--- config.mk ---
export PLATFORM = sky130hd
export DESIGN_NAME = nibble_add_scheduler
export DESIGN_NICKNAME = d
export VERILOG_FILES = /design/src/rtl/nibble_add_scheduler.sv
export SDC_FILE = /design/constraint.sdc
export NUM_CORES = 1
export LEC_CHECK = 0
export CORE_MARGIN = 2
export CORE_UTILIZATION = 40
export CTS_CLUSTER_DIAMETER = 60
export DETAILED_ROUTE_END_ITERATION = 10
export GPL_TIMING_DRIVEN = 0
export PLACE_DENSITY = 0.71
export SLEW_MARGIN = 20
export SYNTH_ARGS = -nofsm -noshare
export SYNTH_HDL_FRONTEND = slang
export SYNTH_SLANG_ARGS = --single-unit
--- constraint.sdc ---
create_clock -name clk -period 2.2 [get_ports clk]
set_input_delay 0.55 -clock clk [delete_from_list [all_inputs] [get_ports clk]]
set_output_delay 0.55 -clock clk [all_outputs]
set_load 0.1 [all_outputs]
--- src/rtl/nibble_add_scheduler.sv ---
// rtl/nibble_add_scheduler.sv - round-robin scheduler sharing one external 4-bit adder between two requesters
// Operands are added one nibble per cycle, LSB first; the result becomes visible only on completion.
module nibble_add_scheduler #(
  parameter int NIB = 4,
  localparam int W = 4 * NIB
) (
  input  logic         clk,
  input  logic         rst,
  input  logic         req0,
  input  logic [W-1:0] a0,
  input  logic [W-1:0] b0,
  input  logic         cin0,
  input  logic         req1,
  input  logic [W-1:0] a1,
  input  logic [W-1:0] b1,
  input  logic         cin1,
  output logic [1:0]   gnt,
  output logic         busy,
  output logic         done,
  output logic         done_id,
  output logic [W-1:0] sum,
  output logic         c_out,
  output logic [3:0]   add_a,
  output logic [3:0]   add_b,
  output logic         add_cin,
  input  logic [3:0]   add_sum,
  input  logic         add_cout
);

  localparam int IW = (NIB > 1) ? $clog2(NIB) : 1;

  typedef enum logic [1:0] {IDLE, RUN, DONE} state_t;

  state_t        state;
  logic [W-1:0]  a_q, b_q, res, res_next;
  logic [IW-1:0] idx;
  logic          carry;
  logic          served;
  logic          last;
  logic          win;
  logic          last_nib;

  // On a tie the requester that was not served last wins; reset leaves last=1 so requester 0 wins first.
  assign win      = (req0 && req1) ? ~last : req1;
  assign last_nib = (idx == IW'(NIB - 1));

  always_comb begin
    res_next = res;
    res_next[idx*4 +: 4] = add_sum;
  end

  always_comb begin
    add_a   = 4'd0;
    add_b   = 4'd0;
    add_cin = 1'b0;
    if (state == RUN) begin
      add_a   = a_q[idx*4 +: 4];
      add_b   = b_q[idx*4 +: 4];
      add_cin = carry;
    end
  end

  always_ff @(posedge clk) begin
    if (rst) begin
      state   <= IDLE;
      a_q     <= '0;
      b_q     <= '0;
      res     <= '0;
      idx     <= '0;
      carry   <= 1'b0;
      served  <= 1'b0;
      last    <= 1'b1;
      gnt     <= 2'b00;
      busy    <= 1'b0;
      done    <= 1'b0;
      done_id <= 1'b0;
      sum     <= '0;
      c_out   <= 1'b0;
    end else begin
      case (state)
        IDLE: begin
          done <= 1'b0;
          if (req0 || req1) begin
            served <= win;
            a_q    <= win ? a1 : a0;
            b_q    <= win ? b1 : b0;
            carry  <= win ? cin1 : cin0;
            idx    <= '0;
            res    <= '0;
            gnt    <= win ? 2'b10 : 2'b01;
            busy   <= 1'b1;
            state  <= RUN;
          end
        end
        RUN: begin
          res   <= res_next;
          carry <= add_cout;
          idx   <= idx + 1'b1;
          if (last_nib) begin
            // Final carry goes only to c_out; the next operation reloads carry from its own cin.
            idx     <= '0;
            sum     <= res_next;
            c_out   <= add_cout;
            done_id <= served;
            last    <= served;
            done    <= 1'b1;
            state   <= DONE;
          end
        end
        DONE: begin
          done  <= 1'b0;
          gnt   <= 2'b00;
          busy  <= 1'b0;
          state <= IDLE;
        end
        default: state <= IDLE;
      endcase
    end
  end

endmodule

# == Word-level counts from Yosys, hierarchy flattened ==
# Index checks and enable logic that the tools add are counted.
# op_classes
n_reduce_logical,13
eq_ne,5
bitwise,1
shifts,4
add_sub_neg,2
muxes,25
# op_table
cell,n
$mux W16,3
$neg A4 Y34,1
$shift A4 B34 Y16 const A,1
$shiftx A4 B34 Y16,1
$pmux W16 S2,1
$shiftx A16 B5 Y4,2
$bwmux W16,1
$mux W2,6
$pmux W2 S2,3
$reduce_and A2 Y1,6
$mux W4,2
$mux W1,6
$pmux W1 S2,3
$reduce_bool A2 Y1,3
$eq A2 B2 Y1 const B,2
$ne A2 B2 Y1 const B,2
$add A2 B1 Y2 const B,1
$eq A2 B1 Y1 const B,1
$logic_not A2 Y1,1
$reduce_or A2 Y1,1
$logic_and A1 B1 Y1,1
$logic_or A1 B1 Y1,1
$not A1 Y1,1
# totals
in_bits,75
regBits,77
elab_cells,64
out_inout_bits,31

# == Logic depth before layout (Yosys ltp) ==
# Gate-level depths: netlist of the first run.
# depth
depth_word,5
mapped_depth,8
ltp_nobuf,6

# == Worst setup path before layout of the first run ==
# No wires, ideal clock.
# synth_path
kind,flip-flop to output port
startpoint,register state[0]
endpoint,output port add_a[0]
slack_ns,-0.072
stages_incl_launch_ff,5
n_path_buf,2
required_ns,1.650
t_arrival_ns,1.722
cell_sequence,dfxtp_1 buf_2 and2b_1 clkbuf_1 and2_1
# synth_between
elab_chain_len,2
# synth_lines
element,line_no,text
from (decl),34,state_t state;
from (signal assigned),65,state <= IDLE;
from (signal assigned),92,state <= RUN;
from (signal assigned),107,state <= DONE;
$eq A2 B1 Y1,56,if (state == RUN) begin
$mux W4,56,
to (decl),23,"output logic [3:0] add_a,"
# No other way between the ends.

# == Final worst setup path of the first run ==
# layout_path
startpoint,register idx[0]
endpoint,output port add_b[1]
# layout_between
elab_chain_len,2
# layout_lines
element,line_no,text
from (decl),36,logic [IW-1:0] idx;
from (signal assigned),98,idx <= idx + 1'b1;
$shiftx A16 B5 Y4,58,add_b = b_q[idx*4 +: 4];
$mux W4,56,
to (decl),24,"output logic [3:0] add_b,"
# No other way between the ends.

==> results.md, run 1 <==
- Post-synth top flop: dfxtp_1
- FF-to-FF Start: idx[0]
- Hold Violations, Final: 0
- Initial Util: approximately two fifths
- Multiplexer share of the synthesized area: about 14%
- Logic pwr share: between 20% and 30%
- Switch share: 28.9%
- Synth Warn #: 0
- Placed Area: a little under 5000 um^2
- H-tree depth: 3
- Grt ovf: 0
- Worst-Skew Late Latency: about 0.35 ns
- Routed vias: roughly 3300
- Synthesized Nets: about 450
- Netlist Area Pre-Place: 3700 um^2
- FMAX: between 0.4 and 0.5 GHz
- Area grow syn2layout: 43.4%
- Worst setup SP type: flip-flop
- CTS max path bufs: 2
- Worst Hold Endpoint: gnt[1]
- # fillers: between 800 and 900
- Synth Area in Compound Gates: a little over a fifth
- Via density per instance: 5.38
- Min-delay src: gnt[1]
- Reg2reg end: sum[15]
- Initial antenna violation count: 0
- Worst path arrival time: ~1.7 ns
- Port Buffer Count: around 110
- Most frequent cells in the layout: dfxtp_1 (76), clkdlybuf4s50_1 (74), nor2_1 (56), mux2i_1 (32), a211oi_2 (27)
- CTS Buf Count: 9
- Synth cell types: 38
- DRT Pass-1 Iters: 4
- Worst-Margin Slew: roughly 1 ns
- Period minus WS final: around 2.2 ns
- Placer Congestion: about 0.90
- Async S/R FF share, synth: 0%
- Nets@finish: between 500 and 600
- ANT cells: 0
- Design Area, Final: between 5000 and 6000 um^2
- Final period util: 102%
- Clk pin slew, worst setup/hold paths: 0.08 ns
- Failing checks: setup timing
- Vias in the first global route: 3342
- Drt wl/cell: between 15 and 20 um
- Final WS setup: -0.0457 ns
- Die width: between 100 and 150 um
- Worst Path Required: 1.65 ns
- Number of flops mapped to enable cells by yosys: 0
- Antenna viol nets, final: 0
- Max Fanout on Critical Path: 5
- Leak: a little over 2 nW
- Synth top area share: 41.6%
- Synth Area in XOR/XNOR: 0%
- Overall routing resource usage: roughly a fifth
- Post-DP HPWL: about 7400 um
- Power Density: 638 nW/um^2
- NetSw: about 0.98 mW
- Die ar.: around 10000 um^2
- Routed WL: between 9000 and 10000 um
- DRC viols: 0
- Post-Synthesis Cells: approximately 370
- Largest family of logic cells by synthesized area: compound AO/OA/AOI/OAI gates
- Outcome: complete, but fails checks
- Post-synthesis simple-gate area fraction: between 10% and 20%
- Clock skew: 0.00880 ns
- Synth top area cells: dfxtp_1 (42%), a211oi_2 (9.1%), mux2i_1 (8.6%), nor2_1 (5.7%), mux4_2 (4.9%)
- CP Capture Type: primary output
- Root Driver: clkbuf_8
- Max transition margin: 35.3%
- MaxCap Viol Count: 0
- Fraction of layout cells with a size suffix above 1: about 22%
- Final setup vio count: 8
- RSZ-0062 raised after global routing: yes
- CTS tree: done
- Flop pwr share: 44.6%
- First-pass GRT wire length: ~16000 um
- Final hold slack: around 0.46 ns
- Clk sinks: 77
- Die Ht: ~100 um
- Syn avg cell area: 9.93 um^2
- Synthesized flop and latch total: 77
- Register area share after synthesis: between 40% and 50%
- Top cell type by total area after synthesis: dfxtp_1
- R2R Setup Slk: roughly 0.19 ns
- Pin count of the biggest net entering global routing: 13
- Max-slew violation count: 0
- P_int: approximately 2.4 mW
- Boundary Pins: 106
- Initial detailed-routing violation count: roughly 140
- Worst Hold Class: flip-flop to flip-flop
- Commonest non-fill, non-tap cell in the layout: dfxtp_1
- Clock share of power: 31.4%
- Worst reg-to-reg path cell count: 9
- Peak supply drop: approximately 0.00033 V
- Hold Path Depth: 2
- Synth Area in Adders: under 10%
- Core footprint: 9110 um^2
- CP Class: flip-flop to primary output
- Floorplan row count: 35
[routing by layer]
metal / vias to the layer above / track usage (%) / wire, um
met2: 112 / 35.6 / 4930
met3: 13 / 3.76 / 637
met5: - / 0 / 0
met1: 1559 / 24.6 / 4240
met4: 0 / 6.43 / 127
li1: 1619 / - / -
[through the flow]
stage	total power, mW	setup TNS (ns)	util, %	instances	worst slack [ns]
after floorplan	2.02	0	-	373	0.0627
after global placement	2.27	-11.38	53.9	589	-0.980
after detailed placement	2.28	-13.18	53.9	589	-1.02
after CTS	3.40	-0.300	57.8	612	-0.0571
after global routing	3.52	-0.506	58.3	614	-0.0872
final	3.39	-0.257	58.3	614	-0.0457
[timing repair]
item,CTS,global route
hold buffers,0,0
resized for setup,121,10
setup buffers,7,2
pin swaps,8,3
endpoints found under the setup margin,57,20
cloned,1,0
[power groups by stage]
| stage | combinational [mW] | sequential [mW] | clock (mW) |
|---|---|---|---|
| after floorplan | 0.448 | 1.57 | 0 |
| after global placement | 0.727 | 1.54 | 0 |
| after detailed placement | 0.738 | 1.54 | 0 |
| after CTS | 0.807 | 1.51 | 1.08 |
| after global routing | 0.874 | 1.52 | 1.13 |
| final | 0.813 | 1.51 | 1.06 |
[synth_stat cells (2+ instances only)]
cell type  count
dfxtp_1       77
a32o_1        12
nor2_1        56
and2_0         3
a22o_1         2
nand3b_1       3
a21oi_1       15
nor3_2         5
a221oi_1       5
a31oi_1        7
buf_2         13
o21ai_0        6
nand2b_1       3
a211oi_2      27
mux2i_1       32
buf_8          3
mux4_2         8
nor4_1         2
inv_1          9
nor3_1        11
o2bb2ai_1      3
nand2_1       20
a211oi_1      11
ha_1           6
nand3_1        2
clkbuf_1       8
nor2b_1        3
buf_4          2
and2_1        10
[layout make-up]
cell class	count	area, um^2	share of cell area, %
inverter	9	33.8	0.636
tap	111	139	2.61
multi-input combinational	260	2020	38.1
timing repair buffer	115	1200	22.6
clock inverter	4	47.5	0.895
sequential	77	1550	29.1
buffer	26	179	3.37
clock buffer	12	145	2.73
[worst max-delay path, stage by stage (launching register included)]
cell and delay, ns:
dfxtp_4 0.40, buf_12 0.13, mux4_2 0.50, and2_4 0.16, buf_12 0.16
[logic make-up after synthesis]
| group | Yosys count |
|---|---|
| flops | 77 |
| compound gates | 91 |
| fa+ha+maj | 6 |
| mux | 40 |
| buf+inv | 36 |
| simple gates | 123 |
[state kept, by name (all words and copies together), names as in the netlist, 2 cells and up]
name and flops:
res 16, gnt 2, idx 2, state 2, a_q 16, sum 16
b_q 16
[worst max path at each step]
| stage | from | to | depth (start not counted) |
|---|---|---|---|
| detailed placement | state[0] | add_a[0] | 5 |
| floorplan | idx[0] | add_a[0] | 3 |
| global placement | state[0] | add_a[1] | 5 |
| global route | idx[0] | add_b[1] | 4 |
| finish | idx[0] | add_b[1] | 4 |
| CTS | idx[0] | add_b[1] | 4 |
No activity file was read; power rests on OpenSTA's default activity.
==> run 2, diff against run 1 <==
- TNS_END_PERCENT: default -> 30
==> results.md, run 2 (same netlist as run 1, synthesis figures left out) <==
- Outcome: complete, but fails checks
- Failing checks: setup timing
- FMAX: 0.440 GHz (-1.3%)
- Clock skew: 0.0146 ns (+0.00579 ns)
- Root Driver: clkbuf_8
- Post-layout util: 57.6% (-0.73 points)
- Placer Congestion: 0.875 (-3.0%)
- FF-to-FF Start: idx[1]
- Clk pin slew, worst setup/hold paths: 0.08 ns (about the same)
- Final setup vio count: 8 (unchanged)
- Die ar.: 10000 um^2 (unchanged)
- Hold Path Depth: 2 (unchanged)
- R2R Setup Slk: 0.17 ns (-0.02 ns)
- Pin count of the biggest net entering global routing: 13 (unchanged)
- Max Fanout on Critical Path: 5 (unchanged)
- Min-delay src: done
- Vias in the first global route: 3220 (-3.7%)
- ANT cells: 0 (unchanged)
- Overall routing resource usage: 19.8% (-0.29 points)
- Period minus WS final: 2.27 ns (+0.0286 ns)
- Worst Path Required: 1.65 ns (about the same)
- CTS max path bufs: 2 (unchanged)
- Grt ovf: 0 (unchanged)
- Drt wl/cell: 16.3 um (+0.73%)
- Final WS setup: -0.0743 ns (-0.0286 ns)
- CP Class: flip-flop to primary output
- Port Buffer Count: 105 (unchanged)
- DRT Pass-1 Iters: 4 (unchanged)
- # fillers: 803 (-0.50%)
- CTS Buf Count: 9 (unchanged)
- Max transition margin: 35.1% (-0.27 points)
- First-pass GRT wire length: 15800 um (-1.9%)
- Crit path cell chain: buf_12 > mux4_2 > and2_4 > buf_12
- CP most frequent cell: buf_12
- Leak: 2.04 nW (-1.3%)
- DRC viols: 0 (unchanged)
- Die width: 100 um (unchanged)
- Worst path arrival time: 1.72 ns (+0.02 ns)
- Power Density: 628 nW/um^2 (-1.5%)
- Initial detailed-routing violation count: 110 (-22%)
- Worst-Skew Late Latency: 0.35 ns (about the same)
- Fin cells: 607 (-1.1%)
- Commonest non-fill, non-tap cell in the layout: dfxtp_1
- Final hold slack: 0.457 ns (+0.00109 ns)
- Critical Path Max Stage Delay: 0.50 ns (about the same)
- Die Ht: 100 um (unchanged)
- Floorplan row count: 35 (unchanged)
- Hold Violations, Final: 0 (unchanged)
- Worst Hold Endpoint: done
- Most frequent cells in the layout: dfxtp_1 (76), clkdlybuf4s50_1 (74), nor2_1 (56), mux2i_1 (32), a211oi_2 (27)
- Via density per instance: 5.42 (+0.76%)
- Nets@finish: 573 (-1.0%)
- Clk sinks: 77 (unchanged)
- Max-slew violation count: 0 (unchanged)
- Area grow syn2layout: 41.6%
- Worst-Margin Slew: 0.978 ns (+0.00405 ns)
- Peak supply drop: 0.000286 V (-13%)
- Placed insts: 589 (unchanged)
- CTS tree: done
- Reg2reg end: sum[9]
- CP Capture Type: primary output
- Antenna viol nets, final: 0 (unchanged)
- Final period util: 103% (+1.3 points)
- RSZ-0062 raised after global routing: yes
- Initial antenna violation count: 0 (unchanged)
- MaxCap Viol Count: 0 (unchanged)
- Post-CTS Hold Buffers: 0 (unchanged)
- Fraction of layout cells with a size suffix above 1: 19.8% (-1.9 points)
- Routed WL: 9890 um (-0.42%)
- Worst Hold Class: flip-flop to flip-flop
- Post-DP HPWL: 7370 um (about the same)
- Core footprint: 9110 um^2 (unchanged)
- Worst reg-to-reg path cell count: 7 (-2)
- Routed vias: 3290 (-0.39%)
- Critical path's slowest cell: mux4_2
- H-tree depth: 3 (unchanged)
- Initial Util: 40.7% (unchanged)
- Boundary Pins: 106 (unchanged)
- Worst setup SP type: flip-flop
-- run 2: repair_timing --
| item | CTS | global route |
|---|---|---|
| cloned | 1 | 0 |
| endpoints found under the setup margin | 59 | 15 |
| resized for setup | 123 | 2 |
| setup buffers | 3 | 0 |
-- run 2: power breakdown --
group | switching, mW | total (mW) | internal (mW)
logic | 0.427 | 0.798 | 0.371
clock network | 0.486 | 0.982 | 0.496
registers | 0.0451 | 1.52 | 1.47
total | 0.958 | 3.30 | 2.34
-- run 2: layout make-up --
type | instances | area (um^2) | share of cell area, %
clock inverter | 1 | 5.00 | 0.0954
inverter | 9 | 33.8 | 0.644
multi-input combinational | 260 | 2010 | 38.4
tap | 111 | 139 | 2.65
buffer | 26 | 183 | 3.48
sequential | 77 | 1550 | 29.5
timing repair buffer | 109 | 1150 | 22.0
clock buffer | 14 | 173 | 3.29
-- run 2: through the flow --
stage | setup slack (ns) | power (mW) | TNS (ns) | area [um^2]
2_1_floorplan | -0.0718 | 2.01 | -0.502 | 3710
3_5_place_dp | -0.974 | 2.28 | -13.13 | 4900
5_1_grt | -0.113 | 3.43 | -0.806 | 5250
6_report | -0.0743 | 3.30 | -0.432 | 5250
4_1_cts | -0.0928 | 3.31 | -0.544 | 5230
3_3_place_gp | -0.963 | 2.27 | -11.32 | 4900
-- run 2: worst max path at each step --
stage / from / to / slack, ns / cells after the start
floorplan: state[0] / add_a[2] / -0.07 / 4
global placement: state[0] / add_a[1] / -0.96 / 5
detailed placement: state[0] / add_a[0] / -0.97 / 5
CTS: idx[0] / add_b[0] / -0.09 / 4
global route: idx[0] / add_b[2] / -0.11 / 4
finish: idx[0] / add_b[0] / -0.07 / 4
-- run 2: per-layer routing --
layer / GRT usage, % / wire length, um
met1: 24.3 / 4220
met2: 34.6 / 4830
met3: 4.53 / 670
met4: 5.80 / 171
met5: 0 / 0
-- run 2: critical path: cells and delay by family, from the launching register on --
kind / cells / cell delay, ns
mux: 1 / 0.50
simple gates: 1 / 0.18
flops: 1 / 0.40
buf+inv: 2 / 0.29
